File: src/rtl/vnu_serial_pkg.sv
// Shared LDPC decoder definitions: default message sizing, the ceil-log2
// helper and the node FSM state encoding used by the variable and check nodes.
package vnu_serial_pkg;

    localparam int DEF_DV     = 3;  // variable-node degree
    localparam int DEF_DATA_W = 8;  // two's-complement message width

    // Ceil-log2 for sizing counters and accumulators at elaboration time.
    function automatic int clog2(input int value);
        int bits;
        bits = 0;
        while ((1 << bits) < value) begin
            bits = bits + 1;
        end
        return bits;
    endfunction

    typedef enum logic [1:0] {
        ST_IDLE  = 2'd0,
        ST_ACCUM = 2'd1,
        ST_EMIT  = 2'd2
    } node_state_t;

endpackage

File: src/rtl/vnu_serial_sat.sv
// Symmetric saturation of a wide accumulator value down to message width.
// The most negative code is never produced, so every output has a negation.
module vnu_serial_sat #(
    parameter int acc_w  = 10,
    parameter int data_w = 8
) (
    input  logic signed [acc_w-1:0]  i_acc,
    output logic signed [data_w-1:0] o_sat
);

    localparam logic signed [acc_w-1:0] SAT_MAX = acc_w'((2 ** (data_w - 1)) - 1);
    localparam logic signed [acc_w-1:0] SAT_MIN = -SAT_MAX;

    // Clamp to [-(2^(data_w-1)-1), +(2^(data_w-1)-1)].
    always_comb begin
        if (i_acc > SAT_MAX) begin
            o_sat = SAT_MAX[data_w-1:0];
        end else if (i_acc < SAT_MIN) begin
            o_sat = SAT_MIN[data_w-1:0];
        end else begin
            o_sat = i_acc[data_w-1:0];
        end
    end

endmodule

File: src/rtl/vnu_serial.sv
// Serial LDPC variable-node update. A node is opened with its channel LLR,
// absorbs DV check-to-variable messages one per beat, then emits DV
// extrinsic messages q[k] = sat(total - r[k]) one per beat.
module vnu_serial
    import vnu_serial_pkg::*;
#(
    parameter int DV     = DEF_DV,
    parameter int data_w = DEF_DATA_W,
    parameter int acc_w  = data_w + clog2(DV + 1),
    parameter int idx_w  = clog2(DV)
) (
    input  logic              clk,
    input  logic              rst,
    input  logic              en,
    input  logic              start,
    input  logic [data_w-1:0] llr_in,
    input  logic [data_w-1:0] r_in,
    input  logic              in_valid,
    output logic              in_ready,
    output logic [data_w-1:0] q_out,
    output logic [idx_w-1:0]  q_idx,
    output logic              q_valid,
    input  logic              q_ready,
    output logic              hard_dec,
    output logic              dec_valid,
    output logic              busy
);

    localparam int                EXT_W    = acc_w - data_w;
    localparam logic [idx_w-1:0]  LAST_IDX = idx_w'(DV - 1);

    node_state_t                     r_state;
    node_state_t                     w_state_next;
    logic        [idx_w-1:0]         r_cnt;
    logic signed [acc_w-1:0]         r_total;
    logic        [data_w-1:0]        r_buf [DV];
    logic                            r_hard_dec;
    logic                            r_dec_valid;

    logic                            w_capture;
    logic                            w_accept;
    logic                            w_emit;
    logic signed [acc_w-1:0]         w_llr_ext;
    logic signed [acc_w-1:0]         w_r_ext;
    logic signed [acc_w-1:0]         w_buf_ext;
    logic signed [acc_w-1:0]         w_total_next;
    logic signed [acc_w-1:0]         w_extrinsic;
    logic signed [data_w-1:0]        w_sat;

    // Sign-extend operands so every sum and difference is exact at acc_w bits.
    assign w_llr_ext    = {{EXT_W{llr_in[data_w-1]}}, llr_in};
    assign w_r_ext      = {{EXT_W{r_in[data_w-1]}}, r_in};
    assign w_buf_ext    = {{EXT_W{r_buf[r_cnt][data_w-1]}}, r_buf[r_cnt]};
    assign w_total_next = r_total + w_r_ext;
    assign w_extrinsic  = r_total - w_buf_ext;

    vnu_serial_sat #(
        .acc_w  (acc_w),
        .data_w (data_w)
    ) u_sat (
        .i_acc (w_extrinsic),
        .o_sat (w_sat)
    );

    // State register.
    always_ff @(posedge clk or posedge rst) begin
        if (rst) begin
            r_state <= ST_IDLE;
        end else begin
            // NOTE: sequential state always uses <=, so every register samples
            // pre-edge values regardless of statement order.
            r_state <= w_state_next;
        end
    end

    // Next-state decode and handshake strobes; nothing moves while en is low.
    always_comb begin
        // NOTE: every output of this block gets a default first, otherwise a
        // path that skips an assignment would infer a latch.
        w_state_next = r_state;
        w_capture    = 1'b0;
        w_accept     = 1'b0;
        w_emit       = 1'b0;
        in_ready     = 1'b0;
        q_valid      = 1'b0;
        if (en) begin
            case (r_state)
                ST_IDLE: begin
                    if (start) begin
                        w_capture    = 1'b1;
                        w_state_next = ST_ACCUM;
                    end
                end
                ST_ACCUM: begin
                    in_ready = 1'b1;
                    if (in_valid) begin
                        w_accept = 1'b1;
                        if (r_cnt == LAST_IDX) begin
                            w_state_next = ST_EMIT;
                        end
                    end
                end
                ST_EMIT: begin
                    q_valid = 1'b1;
                    if (q_ready) begin
                        w_emit = 1'b1;
                        if (r_cnt == LAST_IDX) begin
                            w_state_next = ST_IDLE;
                        end
                    end
                end
                default: w_state_next = ST_IDLE;
            endcase
        end
    end

    // Datapath: LLR capture, message buffering/accumulation, edge counter, decision.
    always_ff @(posedge clk or posedge rst) begin
        if (rst) begin
            r_cnt       <= '0;
            r_total     <= '0;
            r_hard_dec  <= 1'b0;
            r_dec_valid <= 1'b0;
            // NOTE: the message buffer is small and is cleared on reset so no
            // stale message from an aborted node can ever reach q_out.
            for (int i = 0; i < DV; i++) begin
                r_buf[i] <= '0;
            end
        end else if (en) begin
            r_dec_valid <= 1'b0;
            if (w_capture) begin
                r_total <= w_llr_ext;
                r_cnt   <= '0;
            end
            if (w_accept) begin
                r_buf[r_cnt] <= r_in;
                r_total      <= w_total_next;
                if (r_cnt == LAST_IDX) begin
                    r_cnt       <= '0;
                    r_hard_dec  <= w_total_next[acc_w-1];
                    r_dec_valid <= 1'b1;
                end else begin
                    r_cnt <= r_cnt + 1'b1;
                end
            end
            if (w_emit) begin
                r_cnt <= (r_cnt == LAST_IDX) ? '0 : r_cnt + 1'b1;
            end
        end
    end

    assign q_out     = q_valid ? w_sat : '0;
    assign q_idx     = q_valid ? r_cnt : '0;
    assign hard_dec  = r_hard_dec;
    assign dec_valid = en & r_dec_valid;
    assign busy      = (r_state != ST_IDLE);

endmodule

File: config.mk
export PLATFORM = sky130hd
export DESIGN_NAME = vnu_serial
export DESIGN_NICKNAME = d
export VERILOG_FILES = /design/src/rtl/vnu_serial_pkg.sv /design/src/rtl/vnu_serial_sat.sv /design/src/rtl/vnu_serial.sv
export SDC_FILE = /design/constraint.sdc
export NUM_CORES = 1
export LEC_CHECK = 0
export CAP_MARGIN = 10
export CORE_MARGIN = 5
export CORE_UTILIZATION = 50
export DETAILED_ROUTE_END_ITERATION = 7
export GPL_ROUTABILITY_DRIVEN = 0
export GPL_TIMING_DRIVEN = 0
export MAX_ROUTING_LAYER = met4
export PLACE_DENSITY = 0.74
export SYNTH_ARGS = -nofsm -noshare
export SYNTH_HDL_FRONTEND = slang
export SYNTH_SLANG_ARGS = --single-unit
File: constraint.sdc
create_clock -name clk -period 3.29 [get_ports clk]
set_input_delay 0.4935 -clock clk [delete_from_list [all_inputs] [get_ports clk]]
set_output_delay 0.4935 -clock clk [all_outputs]
set_load 0.02 [all_outputs]
# Word-level counts from Yosys, hierarchy flattened
# Index checks and enable logic that the tools add are counted.
op_classes:
  n_eq_ne: 8
  n_mux: 37
  n_reduce_logical: 10
  bitwise_logic: 2
  addsub: 3
  order_cmp: 4
op_table:
  columns: ["op", "n"]
  rows:
  - ["8-bit 2-to-1 mux", 6]
  - ["24-bit bitwise mux", 1]
  - ["10-bit 2-to-1 mux", 2]
  - ["2-bit 2-to-1 mux", 10]
  - ["8-bit binary-select mux with 2-bit select", 1]
  - ["8-bit demux with 2-bit select", 1]
  - ["1-bit 2-to-1 mux", 15]
  - ["10-bit by 8-bit adder with 10-bit output", 1]
  - ["10-bit by 8-bit > comparator with 1-bit output (second input constant)", 1]
  - ["10-bit by 8-bit less-than comparator with 1-bit output (second input constant)", 1]
  - ["2-bit != test (second input constant)", 5]
  - ["10-bit by 8-bit subtractor with 10-bit output", 1]
  - ["2-bit one-hot mux with 3 select lines", 1]
  - ["2-bit AND reduction", 3]
  - ["6-bit AND reduction", 1]
  - ["2-bit == test (second input constant)", 2]
  - ["2-bit nonzero test", 2]
  - ["3-bit greater-or-equal comparator (second input constant)", 1]
  - ["3-bit by 1-bit less-than comparator with 1-bit output (second input constant)", 1]
  - ["2-bit inverter with 3-bit output", 1]
  - ["3-bit AND reduction", 1]
  - ["3-bit nonzero test", 1]
  - ["2-bit by 1-bit adder with 2-bit output (second input constant)", 1]
  - ["2-bit by 1-bit == test with 1-bit output (second input constant)", 1]
  - ["3 further kinds", 3]
word_totals:
  in_bits: 22
  elab_cells: 72
  reg_bits: 40
  out_inout_bits: 15

# Logic depth before layout (Yosys ltp)
# Gate-level depths: netlist (run 1).
logic_depth:
  word_depth: 9
  ltp_mapped: 14
  depth_no_buf: 11

# Modules after synthesis
# From an unflattened synthesis (run 1), not the netlist that was laid out.
hier_totals:
  hier_cells: 296
  area_unflattened_um2: 2855.2
modules_own_cells:
  columns: ["mod", "area_each_um2", "n_inst", "seq_area_each_um2", "cells_each"]
  rows:
  - ["vnu_serial", 2671.3, 1, 1001.0, 262]
  - ["vnu_serial_sat", 183.9, 1, 0.0, 34]

# Worst setup path after synthesis (run 1)
# Ideal clock, no wire load.
synth_timing:
  kind: "register to output"
  start: "reg r_cnt[1]"
  end: "out q_out[2]"
  slack_ns: -0.402
  t_arrival_ns: 3.199
  stages_incl_launch_ff: 13
  required_ns: 2.796
  cell_sequence: "dfrtp_1 > buf_6 > clkbuf_1 > mux2i_1 > o22ai_1 > ha_1 > fa_1 > nand2b_1 > a21oi_2 > o21ai_2 > xnor2_1 > a21oi_2 > o31ai_1"
synth_between:
  elab_chain_len: 9
  word_cells_on_any_way: 10
  classes_between: "1 x add/sub; 2 x order compare; 6 x mux; 1 x bitwise"
synth_rtl:
  columns: ["item", "line", "text"]
  rows:
  - ["start, declared", "vnu_serial.sv:34", "logic [idx_w-1:0] r_cnt;"]
  - ["start signal, assigned", "vnu_serial.sv:143", "r_cnt <= r_cnt + 1'b1;"]
  - ["start signal, assigned", "vnu_serial.sv:147", "r_cnt <= (r_cnt == LAST_IDX) ? '0 : r_cnt + 1'b1;"]
  - ["2-bit inverter with 3-bit output (not written as such) *", "vnu_serial.sv:53", "assign w_buf_ext = {{EXT_W{r_buf[r_cnt][data_w-1]}}, r_buf[r_cnt]};"]
  - ["8-bit binary-select mux with 2-bit select *", "vnu_serial.sv:53", null]
  - ["8-bit 2-to-1 mux (not written as such) * (2 in series)", "vnu_serial.sv:53", null]
  - ["10-bit by 8-bit subtractor with 10-bit output *", "vnu_serial.sv:55", "assign w_extrinsic = r_total - w_buf_ext;"]
  - ["10-bit by 8-bit less-than comparator with 1-bit output", "vnu_serial_sat.sv:18", "end else if (i_acc < SAT_MIN) begin"]
  - ["8-bit 2-to-1 mux", "vnu_serial_sat.sv:18", null]
  - ["8-bit 2-to-1 mux *", "vnu_serial_sat.sv:16", "if (i_acc > SAT_MAX) begin"]
  - ["8-bit 2-to-1 mux *", "vnu_serial.sv:152", "assign q_out = q_valid ? w_sat : '0;"]
  - ["end, declared", "vnu_serial.sv:20", "output logic [data_w-1:0] q_out,"]
# Mark *: on every way between the ends. The rest lies on a longest branch, timed or not. The select of a mux whose other input is x is not followed.

# Worst setup path in the final report (run 1)
# Same ends and word-level chain as after synthesis.

==> flow_results.xml, run 1 <==
<?xml version="1.0" encoding="UTF-8"?>
<metrics>
  <group name="status">
    <metric name="status" unit="">finished, violations left</metric>
    <metric name="violations_in_the_final_reports" unit="">negative setup slack</metric>
  </group>
  <group name="routing">
    <metric name="routed_wire_length_per_instance" unit="microns">16.5</metric>
    <metric name="wl_met3" unit="microns">306</metric>
    <metric name="dr.first_iter.drc_count" unit="">161</metric>
    <metric name="topRoutingLayerUsed" unit="">met4</metric>
    <metric name="via_density_per_instance" unit="">5.70</metric>
    <metric name="route.met2.wl" unit="mm">3.37</metric>
    <metric name="route.final.wire_length" unit="mm">7.00</metric>
    <metric name="detail_route.first_pass.iterations" unit="">4</metric>
    <metric name="routed-via-count" unit="">2412</metric>
    <metric name="drt.antenna.violating_nets" unit="">0</metric>
    <metric name="remaining_drcs" unit="">0</metric>
    <metric name="wirelength_met1" unit="mm">3.15</metric>
  </group>
  <group name="floorplan">
    <metric name="pin_count" unit="">37</metric>
    <metric name="floorplan.die.height" unit="microns">84.9</metric>
    <metric name="initial_core_util" unit="%">51.3</metric>
    <metric name="floorplan.die_area" unit="sq um">7210</metric>
    <metric name="placeableCoreArea" unit="sq um">5470</metric>
    <metric name="num_rows" unit="">27</metric>
    <metric name="die_width" unit="microns">84.9</metric>
  </group>
  <group name="worst_setup_path">
    <metric name="crit_fanout" unit="">5</metric>
    <metric name="critPathSlowestCell" unit="">dfrtp_1</metric>
    <metric name="critical_path.endpoint_type" unit="">output pin</metric>
    <metric name="crit_path_start_kind" unit="">register</metric>
    <metric name="critPathMostFrequentCell" unit="">buf_4</metric>
    <metric name="reg2reg_setup_slack" unit="ps">880</metric>
    <metric name="cp_data_required_time" unit="ps">2800</metric>
    <metric name="path_class" unit="">register to output pin</metric>
    <metric name="crit_path_max_incr_delay" unit="ps">380</metric>
    <metric name="cp.arrival" unit="ps">3130</metric>
    <metric name="timing.critical_path.cells" unit="">buf_6, clkbuf_16, mux2i_2, o22ai_2, ha_2, fa_2, nand2b_4, a21oi_4, o21ai_2, xnor2_2, buf_4, o211ai_4, o31ai_2, buf_4</metric>
  </group>
  <group name="global_route">
    <metric name="leftover_overflow_at_the_end_of_global_routing" unit="">0</metric>
    <metric name="grt_antenna_before_repair" unit="">0</metric>
    <metric name="gr-usage-all-layers" unit="%">20.6</metric>
    <metric name="via_count_of_the_first_global_routing_pass" unit="">2405</metric>
    <metric name="largest_net_degree_at_the_start_of_global_routing" unit="">41</metric>
    <metric name="global_route_wire_length_before_repair" unit="mm">11.5</metric>
  </group>
  <group name="yosys">
    <metric name="syn-num-nets" unit="">329</metric>
    <metric name="synth.distinct_cells" unit="">54</metric>
    <metric name="post_synth_most_frequent_cells" unit="">dfrtp_1, nand2_1, mux2_2, ha_1, nor2_1</metric>
    <metric name="synth_seq_cells" unit="">40</metric>
    <metric name="syn-cell-area" unit="sq um">2810</metric>
    <metric name="post_synth_inst_count" unit="">286</metric>
    <metric name="synth_top_area_cell" unit="">dfrtp_1</metric>
    <metric name="ys.warnings.count" unit="">0</metric>
    <metric name="synth_edf_count" unit="">0</metric>
    <metric name="ys_async_sr_fraction" unit="%">100</metric>
    <metric name="synth_seq_area_share" unit="%">35.7</metric>
    <metric name="count_leader_synth" unit="">dfrtp_1</metric>
    <metric name="avgSynthCellArea" unit="sq um">9.82</metric>
    <metric name="share_of_yosys_cell_area_claimed_by_the_top_area_cell_type" unit="%">35.7</metric>
    <metric name="synth_flop_cell" unit="">dfrtp_1</metric>
    <metric name="most_area_consuming_cells_after_synthesis" unit="">dfrtp_1, mux2_2, ha_1</metric>
  </group>
  <group name="cells_and_area">
    <metric name="final.fill_count" unit="">432</metric>
    <metric name="final_core_utilization" unit="%">68.2</metric>
    <metric name="area_delta_synth_final" unit="%">32.9</metric>
    <metric name="post-route-cell-area" unit="sq um">3730</metric>
    <metric name="design.final.nets" unit="">393</metric>
    <metric name="final_layout_size_suffix_gt1_share" unit="%">30.2</metric>
    <metric name="antenna_cells" unit="">0</metric>
  </group>
  <group name="placement">
    <metric name="placed_cell_area" unit="sq um">3290</metric>
    <metric name="place_hpwl" unit="mm">5.02</metric>
    <metric name="numPortBuffers" unit="">36</metric>
  </group>
  <group name="sta">
    <metric name="max_clock_freq" unit="MHz">276</metric>
    <metric name="hold_viol" unit="">0</metric>
    <metric name="period_needed" unit="ps">3620</metric>
    <metric name="timing.final.crit_share" unit="%">110</metric>
    <metric name="timing.final.ws_setup" unit="ps">-334</metric>
    <metric name="timing.final.setup_violations" unit="">8</metric>
    <metric name="drv_slew" unit="">0</metric>
    <metric name="whs" unit="ps">503</metric>
    <metric name="grt_setup_unrepaired" unit="">true</metric>
    <metric name="fin_skew" unit="ps">2.80</metric>
    <metric name="worst_pin_slew" unit="ps">838</metric>
    <metric name="timing.max_slew.rel_slack" unit="%">44.1</metric>
  </group>
  <group name="clock_network">
    <metric name="tritoncts_clock_tree" unit="">built</metric>
    <metric name="tritoncts_num_sinks" unit="">40</metric>
    <metric name="post_cts_hold_buffer_count" unit="">0</metric>
    <metric name="clk_pin_slew" unit="ps">80</metric>
    <metric name="clock_tree.buffer_depth" unit="">2</metric>
    <metric name="ctsHtreeMaxLevel" unit="">2</metric>
    <metric name="cts_made_buffers" unit="">5</metric>
    <metric name="skew_pair_late_insertion_delay" unit="ps">290</metric>
    <metric name="cts.root.buffer_cell" unit="">clkbuf_8</metric>
  </group>
  <group name="hold_path">
    <metric name="worstHoldPathType" unit="">register to register</metric>
  </group>
  <group name="run">
    <metric name="cap_violations" unit="">0</metric>
  </group>
</metrics>
worst paths after layout:
kind / start / endpoint / cells past startpoint
max: r_cnt[1] / q_out[2] / 14
min: r_buf[17] / r_buf[17] / 2
max reg2reg: r_total[1] / r_total[9] / 8
min reg2reg: r_buf[17] / r_buf[17] / 2
max in group asynchronous: rst / r_total[4] / 2
min in group asynchronous: rst / r_buf[4] / 2
per-stage QoR:
stage | instances | TNS, ps | worst slack [ps]
2_1_floorplan | 286 | 0 | 1.83
3_3_place_gp | 394 | -5340 | -810
3_5_place_dp | 394 | -5950 | -895
4_1_cts | 420 | -2110 | -309
5_1_grt | 423 | -3430 | -528
6_report | 423 | -2270 | -334
flip-flops by register name (all words and copies together) (netlist names):
name         flops
r_buf           24
r_total         10
r_cnt            2
r_state          2
hard_dec         1
r_dec_valid      1
kinds of logic (layout without fill, tap and decap cells):
group / count (synthesis) / in the layout / share of synthesized area (%)
AOI/OAI and AO/OA: 72 / 72 / 17.5
xor gates and xnor gates: 16 / 16 / 5.53
adders and majority gates: 21 / 21 / 9.89
buffers and inverters: 21 / 86 / 3.56
DFF: 40 / 40 / 35.7
muxes: 36 / 36 / 13.9
and+or+nand+nor: 80 / 80 / 13.9
placed cells by master, fill, tap and decap left out, types with 2 or more instances in the layout:
cell type | Yosys | final
a22o_1 | 2 | 2
clkdlybuf4s50_1 | 0 | 28
buf_6 | 2 | 3
ha_2 | 0 | 3
clkbuf_8 | 0 | 7
a221o_1 | 2 | 2
a21o_1 | 4 | 4
dfrtp_1 | 40 | 40
ha_4 | 0 | 2
o21ai_2 | 1 | 3
nor2b_1 | 2 | 2
a21oi_4 | 0 | 2
nand2b_1 | 6 | 5
o22a_1 | 5 | 5
a21oi_1 | 15 | 14
a21oi_2 | 3 | 2
o21ai_1 | 9 | 8
nand3_1 | 2 | 2
clkbuf_1 | 4 | 3
inv_2 | 1 | 2
inv_1 | 11 | 10
ha_1 | 19 | 14
nand4_1 | 2 | 2
xor2_1 | 7 | 7
and3_1 | 7 | 7
nor2_2 | 0 | 2
nor2_1 | 19 | 17
and2_1 | 4 | 4
xnor2_1 | 7 | 5
xnor2_2 | 1 | 2
a211oi_2 | 2 | 3
o21ai_0 | 9 | 8
o22ai_1 | 5 | 4
buf_2 | 2 | 2
mux2_2 | 23 | 23
o31ai_2 | 0 | 5
mux2i_1 | 12 | 11
nand2_1 | 28 | 27
buf_4 | 1 | 28
routing by layer:
metal / up-vias / track usage [%]
met5: - / -
met4: 0 / 7.63
met3: 12 / 3.30
met2: 56 / 32.5
met1: 1180 / 26.6
li1: 1164 / -
worst max-delay path: cells and delay by family, from the launching register on:
family / cells / cell delay [ps]
AO/OA/AOI/OAI: 5 / 800
XOR/XNOR: 1 / 150
adder cells (fa/ha/maj): 2 / 540
buffers and inverters: 4 / 620
flip-flops: 1 / 380
multiplexers: 1 / 180
AND/OR/NAND/NOR: 1 / 160
area by class of cell:
| type | count | area, sq um | share of cell area [%] |
|---|---|---|---|
| Multi-Input combinational cell | 225 | 1890 | 50.7 |
| Sequential cell | 40 | 1000 | 26.8 |
| Timing Repair Buffer | 57 | 508 | 13.6 |
| Tap cell | 72 | 90.1 | 2.41 |
| Buffer | 9 | 86.3 | 2.31 |
| Clock buffer | 6 | 72.6 | 1.95 |
| Inverter | 12 | 45.0 | 1.21 |
| Clock inverter | 2 | 35.0 | 0.939 |
repair_timing:
action | CTS | global route
buffers inserted | 18 | 3
gates resized for setup | 66 | 8
cloned | 1 | 0
pin swaps | 14 | 5
endpoints found under the setup margin | 8 | 8
Power of run 1 is left out: the tool's default activity adds up to more than one toggle a clock period on the data nets, which glitch-free logic cannot reach.
==> run 2, diff against run 1 <==
Settings changed: ABC_AREA set to 1, CORE_MARGIN 5 to 3, CORE_UTILIZATION 50 to 51, PLACE_DENSITY 0.74 to 0.85.
==> run 2 against run 1 <==
The run still ends with negative setup slack left. Cell count increased by 30%. Die area is 6.0% lower. Critical path depth up 4. Fmax grew 7.1%. Via count is 29% higher. Critical path type unchanged. First-iteration DRC count is 130% higher. Largest cell class unchanged. Highest routed layer unchanged. Sequential share of layout area fell by 0.74 points.
==> flow_results.xml, run 2 <==
<?xml version="1.0" encoding="UTF-8"?>
<metrics>
  <group name="pwr">
    <metric name="power.share.switching" unit="%">51.4</metric>
    <metric name="switching_power_of_the_nets" unit="mW">2.39</metric>
    <metric name="p_leak" unit="nW">1.96</metric>
    <metric name="p_int" unit="mW">2.26</metric>
    <metric name="clock_power_share" unit="%">9.0</metric>
    <metric name="combinationalPowerShare" unit="%">71.0</metric>
    <metric name="seq_power_share" unit="%">20.0</metric>
    <metric name="power_density" unit="nW/um^2">1210</metric>
    <metric name="design_power_total" unit="mW">4.66</metric>
    <metric name="power.ir.vdd_worst" unit="uV">724</metric>
  </group>
  <group name="floorplan">
    <metric name="pin_count" unit="">37</metric>
    <metric name="initial_core_util" unit="%">53.4</metric>
    <metric name="die_width" unit="microns">82.4</metric>
    <metric name="placeableCoreArea" unit="sq um">5570</metric>
    <metric name="floorplan.die.height" unit="microns">82.4</metric>
    <metric name="num_rows" unit="">27</metric>
    <metric name="floorplan.die_area" unit="sq um">6780</metric>
  </group>
  <group name="cells_and_area">
    <metric name="layout.cells.most_common" unit="">nand2_1</metric>
    <metric name="multiInputGateArea" unit="sq um">1890</metric>
    <metric name="final_layout_size_suffix_gt1_share" unit="%">21.5</metric>
    <metric name="design.final.nets" unit="">520</metric>
    <metric name="largest_register_ff_count" unit="">24</metric>
    <metric name="register_with_the_most_flip_flops" unit="">r_buf</metric>
    <metric name="antenna_cells" unit="">0</metric>
    <metric name="layout.area.seq" unit="sq um">1000</metric>
    <metric name="post-route-cell-area" unit="sq um">3840</metric>
    <metric name="area_delta_synth_final" unit="%">29.2</metric>
    <metric name="reg_top3" unit="">r_buf (24), r_total (10)</metric>
    <metric name="final_core_utilization" unit="%">68.9</metric>
    <metric name="final.fill_count" unit="">439</metric>
    <metric name="layout.cells.most_common_list" unit="">nand2_1, inv_1, dfrtp_1</metric>
  </group>
  <group name="clock_network">
    <metric name="tritoncts_clock_tree" unit="">built</metric>
    <metric name="tritoncts_num_sinks" unit="">40</metric>
    <metric name="ctsHtreeMaxLevel" unit="">2</metric>
    <metric name="cts.root.buffer_cell" unit="">clkbuf_8</metric>
    <metric name="skew_pair_late_insertion_delay" unit="ps">310</metric>
    <metric name="post_cts_hold_buffer_count" unit="">0</metric>
    <metric name="clock_tree.buffer_depth" unit="">2</metric>
    <metric name="clk_pin_slew" unit="ps">90</metric>
    <metric name="cts_made_buffers" unit="">5</metric>
  </group>
  <group name="yosys">
    <metric name="most_area_consuming_cells_after_synthesis" unit="">dfrtp_1, nand2_1, ha_1</metric>
    <metric name="synth_top_area_cell" unit="">dfrtp_1</metric>
    <metric name="synth_seq_cells" unit="">40</metric>
    <metric name="post_synth_inst_count" unit="">423</metric>
    <metric name="synth.distinct_cells" unit="">36</metric>
    <metric name="ys.warnings.count" unit="">0</metric>
    <metric name="synth_flop_cell" unit="">dfrtp_1</metric>
    <metric name="ys_async_sr_fraction" unit="%">100</metric>
    <metric name="synth_edf_count" unit="">0</metric>
    <metric name="synth_seq_area_share" unit="%">33.7</metric>
    <metric name="post_synth_most_frequent_cells" unit="">nand2_1, inv_1, dfrtp_1, nand3_1, nor2_1</metric>
    <metric name="count_leader_synth" unit="">nand2_1</metric>
    <metric name="share_of_yosys_cell_area_claimed_by_the_top_area_cell_type" unit="%">33.7</metric>
    <metric name="avgSynthCellArea" unit="sq um">7.03</metric>
    <metric name="syn-num-nets" unit="">466</metric>
    <metric name="syn-cell-area" unit="sq um">2970</metric>
  </group>
  <group name="sta">
    <metric name="fin_skew" unit="ps">14.0</metric>
    <metric name="worst_pin_slew" unit="ps">825</metric>
    <metric name="timing.final.crit_share" unit="%">103</metric>
    <metric name="grt_setup_unrepaired" unit="">true</metric>
    <metric name="period_needed" unit="ps">3380</metric>
    <metric name="max_clock_freq" unit="MHz">295</metric>
    <metric name="timing.final.ws_setup" unit="ps">-94.2</metric>
    <metric name="drv_slew" unit="">0</metric>
    <metric name="timing.max_slew.rel_slack" unit="%">44.9</metric>
    <metric name="timing.final.setup_violations" unit="">7</metric>
    <metric name="hold_viol" unit="">0</metric>
  </group>
  <group name="global_route">
    <metric name="leftover_overflow_at_the_end_of_global_routing" unit="">0</metric>
    <metric name="grt_antenna_before_repair" unit="">0</metric>
    <metric name="via_count_of_the_first_global_routing_pass" unit="">3025</metric>
    <metric name="global_route_wire_length_before_repair" unit="mm">14.0</metric>
    <metric name="largest_net_degree_at_the_start_of_global_routing" unit="">41</metric>
    <metric name="gr-usage-all-layers" unit="%">27.9</metric>
  </group>
  <group name="worst_setup_path">
    <metric name="path_class" unit="">register to output pin</metric>
    <metric name="cp_data_required_time" unit="ps">2800</metric>
    <metric name="cp.arrival" unit="ps">2890</metric>
    <metric name="critical_path.endpoint_type" unit="">output pin</metric>
    <metric name="reg2reg_from" unit="">r_total[0]</metric>
    <metric name="cp-startpoint" unit="">r_cnt[0]</metric>
    <metric name="crit_path_start_kind" unit="">register</metric>
    <metric name="crit_fanout" unit="">8</metric>
  </group>
  <group name="placement">
    <metric name="place_hpwl" unit="mm">5.76</metric>
    <metric name="placed_cell_area" unit="sq um">3420</metric>
    <metric name="numPortBuffers" unit="">36</metric>
  </group>
  <group name="routing">
    <metric name="dr.first_iter.drc_count" unit="">364</metric>
    <metric name="drt.antenna.violating_nets" unit="">0</metric>
    <metric name="routed-via-count" unit="">3114</metric>
    <metric name="via_density_per_instance" unit="">5.66</metric>
    <metric name="routed_wire_length_per_instance" unit="microns">15.6</metric>
    <metric name="route.final.wire_length" unit="mm">8.57</metric>
    <metric name="remaining_drcs" unit="">0</metric>
    <metric name="detail_route.first_pass.iterations" unit="">5</metric>
  </group>
  <group name="hold_path">
    <metric name="worstHoldPathType" unit="">register to register</metric>
    <metric name="min-delay-start" unit="">r_dec_valid</metric>
  </group>
  <group name="status">
    <metric name="violations_in_the_final_reports" unit="">negative setup slack</metric>
    <metric name="status" unit="">finished, violations left</metric>
  </group>
  <group name="run">
    <metric name="cap_violations" unit="">0</metric>
  </group>
</metrics>
-- run 2: changes by cell type after synthesis, moves of 7 or more --
cell	change
mux2i_1	-12
o21ai_0	+17
nand2_1	+95
and3_1	-7
nor2_1	+11
nand3_1	+32
mux2_2	-22
a21oi_1	+9
nand2_2	+7
inv_1	+52
-- run 2: power groups by stage --
stage	clock (mW)	combinational (mW)	sequential (mW)
floorplan	0	2.06	0.848
global placement	0	2.52	0.874
detailed placement	0	2.61	0.889
CTS	0.416	2.89	0.900
global route	0.440	3.71	0.958
finish	0.419	3.30	0.933
-- run 2: metrics by stage --
step	TNS (ps)	setup slack [ps]	hold WS, ps	cells
final	-473	-94.2	493	550
after global routing	-1720	-259	522	550
after CTS	0	0.225	496	548
after detailed placement	-3730	-523	473	531
after global placement	-2910	-413	465	531
after floorplan	0	304	449	423
-- run 2: layer usage --
layer / GRT usage, % / up-vias / wire [microns]
met5: - / - / 0
met4: 10.5 / 0 / 347
met3: 3.90 / 32 / 580
met2: 47.6 / 142 / 4150
met1: 33.5 / 1467 / 3490
li1: - / 1473 / -
-- run 2: worst max-delay path: stages (launching register included) --
cell and delay, ps:
dfrtp_1 400, inv_2 120, nor2_4 90, a22oi_2 180, o21ai_1 110, ha_2 220, fa_2 380, inv_2 80
nand2_2 70, nand2_2 80, nand2_2 60, nand3b_1 80, nand2_1 70, nor2_1 120, nand2_2 80, nand2_4 90
nand3_1 90, nand2_1 120, buf_6 120
-- run 2: kinds of logic after synthesis --
family                     count (synthesis)  synth area share [%]
AOI/OAI and AO/OA                         70                  13.8
xor gates and xnor gates                   4                  1.18
adders and majority gates                 21                  9.34
buffers and inverters                     74                  10.1
DFF                                       40                  33.7
muxes                                      1                 0.379
and+or+nand+nor                          213                  31.6
-- run 2: final cells by class --
class	count	area share, %
clock buffers	5	1.79
well taps	72	2.35
multi-input cells	309	49.1
flip-flops and latches	40	26.1
plain buffers	4	1.01
clock inverters	3	1.24
inverters	70	6.91
repair buffers	47	11.5
-- run 2: path summary, 6_finish.rpt --
path | endpoint | slack [ps] | depth (start not counted)
min | r_dec_valid | 490 | 2
min reg2reg | r_dec_valid | 490 | 2
min in group asynchronous | r_buf[22] | 660 | 2
max reg2reg | r_total[6] | 1360 | 13
max | q_out[3] | -90 | 18
max in group asynchronous | r_cnt[1] | 2070 | 2
-- run 2: timing repair --
item,4_1_cts,5_1_grt
setup endpoints to repair,8,8
pin swaps,19,17
resized for setup,62,34
setup buffers,9,2
endpoints found under the hold margin,0,0
No activity file was read; power rests on OpenSTA's default activity.
